--- src/rtl/key_cmd_gen.sv ---
// rtl/key_cmd_gen.sv - held-key to game-command generator with typematic repeat and 4-entry FIFO
//
// Ports:
//   clk        system clock
//   rst        asynchronous reset, active-low
//   key        1 while any key is held
//   key_num    key code: 0=up 1=left 2=down 3=right 4=enter 5=other
//   cmd        FIFO head command code (registered)
//   cmd_valid  FIFO non-empty (registered)
//   cmd_ready  consumer accepts cmd this cycle
//   level      FIFO occupancy 0..4 (registered)
//   drop       one-cycle pulse after a push was discarded on a full FIFO

module key_cmd_gen #(
    parameter int DELAY_CYC  = 25_000_000,
    parameter int PERIOD_CYC = 10_000_000
) (
    input  logic       clk,
    input  logic       rst,
    input  logic       key,
    input  logic [2:0] key_num,
    output logic [2:0] cmd,
    output logic       cmd_valid,
    input  logic       cmd_ready,
    output logic [2:0] level,
    output logic       drop
);

    localparam int MAX_CYC = (DELAY_CYC > PERIOD_CYC) ? DELAY_CYC : PERIOD_CYC;
    localparam int CW      = $clog2(MAX_CYC);

    localparam logic [CW-1:0] DLY_LAST = CW'(DELAY_CYC - 1);
    localparam logic [CW-1:0] PER_LAST = CW'(PERIOD_CYC - 1);
    localparam logic [CW-1:0] CNT_MAX  = '1;
    localparam logic [2:0]    CODE_ENT = 3'd4;

    typedef enum logic [1:0] {IDLE, HOLD, REPEAT} state_t;

    state_t        state_q, state_d;
    logic [2:0]    cur_q, cur_d;
    logic [CW-1:0] cnt_q, cnt_d;
    logic          emit;
    logic [2:0]    emit_code;
    logic          key_ok;

    assign key_ok = key && (key_num <= CODE_ENT);

    always_ff @(posedge clk or negedge rst) begin
        if (!rst) begin
            state_q <= IDLE;
            cur_q   <= '0;
            cnt_q   <= '0;
        end else begin
            state_q <= state_d;
            cur_q   <= cur_d;
            cnt_q   <= cnt_d;
        end
    end

    always_comb begin
        state_d   = state_q;
        cur_d     = cur_q;
        cnt_d     = cnt_q;
        emit      = 1'b0;
        emit_code = cur_q;
        if (!key_ok) begin
            state_d = IDLE;
        end else begin
            case (state_q)
                IDLE: begin
                    emit      = 1'b1;
                    emit_code = key_num;
                    cur_d     = key_num;
                    cnt_d     = '0;
                    state_d   = HOLD;
                end
                HOLD: begin
                    if (key_num != cur_q) begin
                        emit      = 1'b1;
                        emit_code = key_num;
                        cur_d     = key_num;
                        cnt_d     = '0;
                    end else if (cur_q != CODE_ENT && cnt_q == DLY_LAST) begin
                        emit    = 1'b1;
                        cnt_d   = '0;
                        state_d = REPEAT;
                    end else if (cnt_q != CNT_MAX) begin
                        // Enter never repeats; its counter just parks at the top.
                        cnt_d = cnt_q + 1'b1;
                    end
                end
                REPEAT: begin
                    if (key_num != cur_q) begin
                        emit      = 1'b1;
                        emit_code = key_num;
                        cur_d     = key_num;
                        cnt_d     = '0;
                        state_d   = HOLD;
                    end else if (cnt_q == PER_LAST) begin
                        emit  = 1'b1;
                        cnt_d = '0;
                    end else begin
                        cnt_d = cnt_q + 1'b1;
                    end
                end
                default: state_d = IDLE;
            endcase
        end
    end

    logic [2:0] mem_q [4];
    logic [2:0] mem_d [4];
    logic [1:0] wr_q, wr_d, rd_q, rd_d;
    logic [2:0] count_q, count_d;
    logic [2:0] cmd_q, cmd_d;
    logic       valid_q, valid_d;
    logic       drop_q, drop_d;
    logic       pop, push, full;

    assign full = (count_q == 3'd4);
    assign pop  = valid_q && cmd_ready;
    // A pop in the same cycle frees the slot, so a push on a full FIFO still lands.
    assign push = emit && (!full || pop);

    always_comb begin
        mem_d = mem_q;
        if (push) begin
            mem_d[wr_q] = emit_code;
        end
        wr_d    = wr_q + 2'(push);
        rd_d    = rd_q + 2'(pop);
        count_d = count_q + 3'(push) - 3'(pop);
        // Head is precomputed so cmd comes straight from a flop.
        cmd_d   = mem_d[rd_d];
        valid_d = (count_d != 3'd0);
        drop_d  = emit && full && !pop;
    end

    always_ff @(posedge clk or negedge rst) begin
        if (!rst) begin
            for (int i = 0; i < 4; i++) begin
                mem_q[i] <= '0;
            end
            wr_q    <= '0;
            rd_q    <= '0;
            count_q <= '0;
            cmd_q   <= '0;
            valid_q <= 1'b0;
            drop_q  <= 1'b0;
        end else begin
            mem_q   <= mem_d;
            wr_q    <= wr_d;
            rd_q    <= rd_d;
            count_q <= count_d;
            cmd_q   <= cmd_d;
            valid_q <= valid_d;
            drop_q  <= drop_d;
        end
    end

    assign cmd       = cmd_q;
    assign cmd_valid = valid_q;
    assign level     = count_q;
    assign drop      = drop_q;

endmodule

--- config.mk ---
export PLATFORM = sky130hd
export DESIGN_NAME = key_cmd_gen
export DESIGN_NICKNAME = d
export VERILOG_FILES = /design/src/rtl/key_cmd_gen.sv
export SDC_FILE = /design/constraint.sdc
export NUM_CORES = 1
export LEC_CHECK = 0
export CAP_MARGIN = 10
export CORE_MARGIN = 5
export CORE_UTILIZATION = 59
export CTS_BUF_LIST = sky130_fd_sc_hd__clkbuf_2 sky130_fd_sc_hd__clkbuf_4 sky130_fd_sc_hd__clkbuf_8
export CTS_CLUSTER_DIAMETER = 50
export DETAILED_ROUTE_END_ITERATION = 10
export DONT_BUFFER_PORTS = 1
export PLACE_DENSITY = 0.81
export SLEW_MARGIN = 15
export SYNTH_ARGS = -nofsm -noshare
export SYNTH_HDL_FRONTEND = slang
export SYNTH_SLANG_ARGS = --single-unit
export TNS_END_PERCENT = 20
--- constraint.sdc ---
create_clock -name clk -period 3.6 [get_ports clk]
set_clock_uncertainty 0.2 [all_clocks]
set_input_delay 0.72 -clock clk [delete_from_list [all_inputs] [get_ports clk]]
set_output_delay 0.72 -clock clk [all_outputs]
set_load 0.005 [all_outputs]
==> results.md <==
Status:
- The run finished, with violations left.
- The final reports fail on negative setup slack.

Placement:
- The weighted congestion at the end of routability-driven global placement is 0.901.
- Timing analysis after detailed placement gives a worst setup slack of -122 ps.
- The placed instances occupy a cell area of 3130 um2.
- Input and output buffers added on the ports amount to 0.
- The detailed placer's ending HPWL is 4450 um.

Drt:
- The final routed DRC violation total is 0.
- The via count is 2331.
- The count of antenna-violating nets left after detailed routing is 0.
- The initial DRC count is 125.
- The routed design has 6320 um of wire.
- The post-detailed-route wirelength per cell is 16.4 um.
- Dividing the detail-routed via count by the number of cells gives 6.04.
- The iteration count of the initial detailed-routing pass is 4.

Worst setup path:
- The critical-path maximum fanout is 4.
- The critical path startpoint category is a flip-flop.
- The critical path start-end classification is reg2reg.
- Data arrives at the worst endpoint at 3780 ps.
- The worst setup path is captured at a flip-flop.
- The required time of the critical path is 3600 ps.

Timing:
- Counting I/O delays and the setup requirement, the final critical path takes 3780 ps.
- The measured slew at the worst slew-check pin is 583 ps.
- The final number of hold-violating endpoints is 0.
- The remaining max-slew budget at the tightest pin is 0.607.
- Setup violations remaining at the end of the flow were counted as 1.
- Setup repair after global routing could not meet its margin everywhere.
- The max-slew violation total from the final report is 0.
- In the post-route analysis, the smallest setup slack over all paths is -179 ps.
- The tightest hold path in the finished design has a slack of 42.7 ps.
- Of the available clock period, the critical path in the final layout requires 1.05.
- For this run, the top clock speed supported by timing is 0.265 GHz.

Synthesis:
- The net count after synthesis is 312.
- Of the post-synthesis cell area, the dominant cell type holds 0.460.
- The cell type with the highest aggregate area in the netlist is dfrtp_1.
- For this run, the register share of the synthesized area comes to 0.460.
- The number of cells produced by synthesis is 295.
- The average cell area after synthesis is 9.96 um2.
- The distinct cell type count after synthesis is 60.
- The number of flops mapped to enable cells by yosys is 0.
- By area the synthesized netlist is led by dfrtp_1, o21ai_0, mux2_2.
- Of all flip-flops after synthesis, the portion carrying an async set or reset was 1.00.
- In the synthesized netlist the dominant register cell turns out to be dfrtp_1.
- Summing every instance area after synthesis gives 2940 um2.
- After synthesis the netlist holds a flip-flop and latch count of 54.
- The Yosys step of the flow raised 0 warnings.

Power and ir drop:
- In this run the static leakage power is 1.49 nW.
- The post-route total power is 1.71 mW.
- The peak supply drop is 0.000466 V.
- In this run the power density over the cells is 511 nW/um2.

Floorplan:
- Pin placement for this block handled 15 I/O pins.
- In this run the horizontal extent of the chip is 80.6 um.
- The area enclosed by the die boundary is 6490 um2.
- The initial utilization of the core area, before any placement, comes to 0.614.
- The floorplan has 25 rows.
- In this run the vertical extent of the chip is 80.6 um.
- The placeable core region is 4790 um2.

Global route:
- The global routing usage summed across all routing layers is 0.211.
- The total overflow left after global routing is 0.
- The largest net degree at the start of global routing is 55.
- The first global-routing pass estimated 10700 um of wire.
- The number of antenna violations at the first check in global routing is 0.
- The number of global-route vias before repair is 2267.

Clock network:
- TritonCTS built the clock tree.
- The longest clock path from root to sink contains 2 buffers.
- The number of clock sinks is 54.
- Clock-pin slew was measured on the worst setup and hold paths at 100 ps.
- The CTS root buffer is clkbuf_8.
- The clock reaches the later pin of the worst-skew pair after 310 ps.
- The total CTS buffers is 5.
- The H-tree depth reported by CTS is 2.

Finish:
- The area of combinational cells with multiple inputs is 1530 um2.
- The net count of the finished layout is 335.
- The final design instance area without fill is 3340 um2.
- The commonest non-fill, non-tap cell in the layout is dfrtp_1.
- Of the cells placed in the final design, the portion with a size suffix greater than 1 is 0.216.
- The area used by sequential logic in the layout is 1350 um2.
- The fill cell instance count of the final layout is 347.
- 0 antenna diodes ended up in the layout.
- In the layout the commonest cells are dfrtp_1, o21ai_0, nor2_1, buf_4, nand2_1.
- Compared with the post-synthesis result, the final layout area differs by 13.7%.

Min path:
- In this run the worst hold path is classified as in2async.

Flow run:
- Max-cap violations in this run came to 0.
-- area by class of cell --
cell class                 count  area share
clock buffer                   5      0.0206
clock inverter                 3      0.0142
inverter                      13      0.0146
multi-input combinational    218       0.457
sequential                    54       0.404
tap                           67      0.0251
timing repair buffer          26      0.0644
-- per-stage QoR --
stage | instances | TNS [ps] | utilization
CTS | 382 | -123 | 0.683
global placement | 373 | 0 | 0.653
detailed placement | 373 | -122 | 0.653
global route | 386 | -445 | 0.698
floorplan | 295 | 0 | -
finish | 386 | -179 | 0.698
-- power by group --
group / leakage, nW / internal (mW) / switching (mW) / total (mW)
Sequential: 0.709 / 0.737 / 0.0748 / 0.812
Clock: 0.0587 / 0.211 / 0.205 / 0.416
Combinational: 0.720 / 0.232 / 0.247 / 0.479
Total: 1.49 / 1.18 / 0.527 / 1.71
-- Yosys cell counts (5+ instances only) --
cell and instances:
o21ai_0 34, nor2_1 25, nand4_1 6, nor3_1 7, dfrtp_1 54, a21oi_1 10, xor2_1 7, and3_1 5
nand3_1 8, inv_1 13, or3_1 6, nand2_1 22, ha_1 9, mux2_2 12
-- flip-flops by register name, summed over array words and instances, names as in the netlist --
register / cells
cmd: 3
cmd_valid: 1
cnt_q: 25
cur_q: 3
drop: 1
level: 3
mem_q: 12
rd_q: 2
state_q: 2
wr_q: 2
-- final timing paths --
path                       startpoint  slack (ps)         to  cells past startpoint
setup / recovery            cnt_q[22]        -180  cmd_valid                     13
hold / removal                    rst          40  cnt_q[17]                      1
setup reg to reg            cnt_q[22]        -180  cmd_valid                     13
hold reg to reg              mem_q[1]         310   mem_q[1]                      1
max in group asynchronous         rst        2900   cnt_q[9]                      1
min in group clk             mem_q[1]         310   mem_q[1]                      1
-- critical path: stages, from the launching register on --
cell	delay (ps)
dfrtp_1	390
or4b_4	550
nor4_4	320
and4_1	250
a311oi_2	70
nor3b_2	320
inv_1	90
ha_1	310
inv_2	50
ha_4	150
fa_2	370
xnor2_2	160
xnor2_1	140
or3_1	300
-- cells by family (layout without fill, tap and decap cells) --
group,Yosys count,count (layout),share of synthesized area
buf+inv,23,47,0.0349
simple gates,115,115,0.232
compound gates,69,69,0.146
fa+ha+maj,10,10,0.0451
xor+xnor,11,11,0.0328
mux,13,13,0.0494
flops,54,54,0.460
-- layer usage --
layer | GRT usage | share of wire | up-vias
met5 | 0 | 0 | -
met4 | 0.0743 | 0.017 | 0
met3 | 0.0437 | 0.041 | 10
met2 | 0.352 | 0.51 | 53
met1 | 0.272 | 0.43 | 1155
li1 | - | - | 1113
-- repair_timing --
action,CTS,global route
setup endpoints to repair,1,2
setup buffers,0,4
pin swaps,0,11
endpoints found under the hold margin,54,0
resized for setup,0,9
hold buffers,1,0
(Power assumes the default switching activity.)
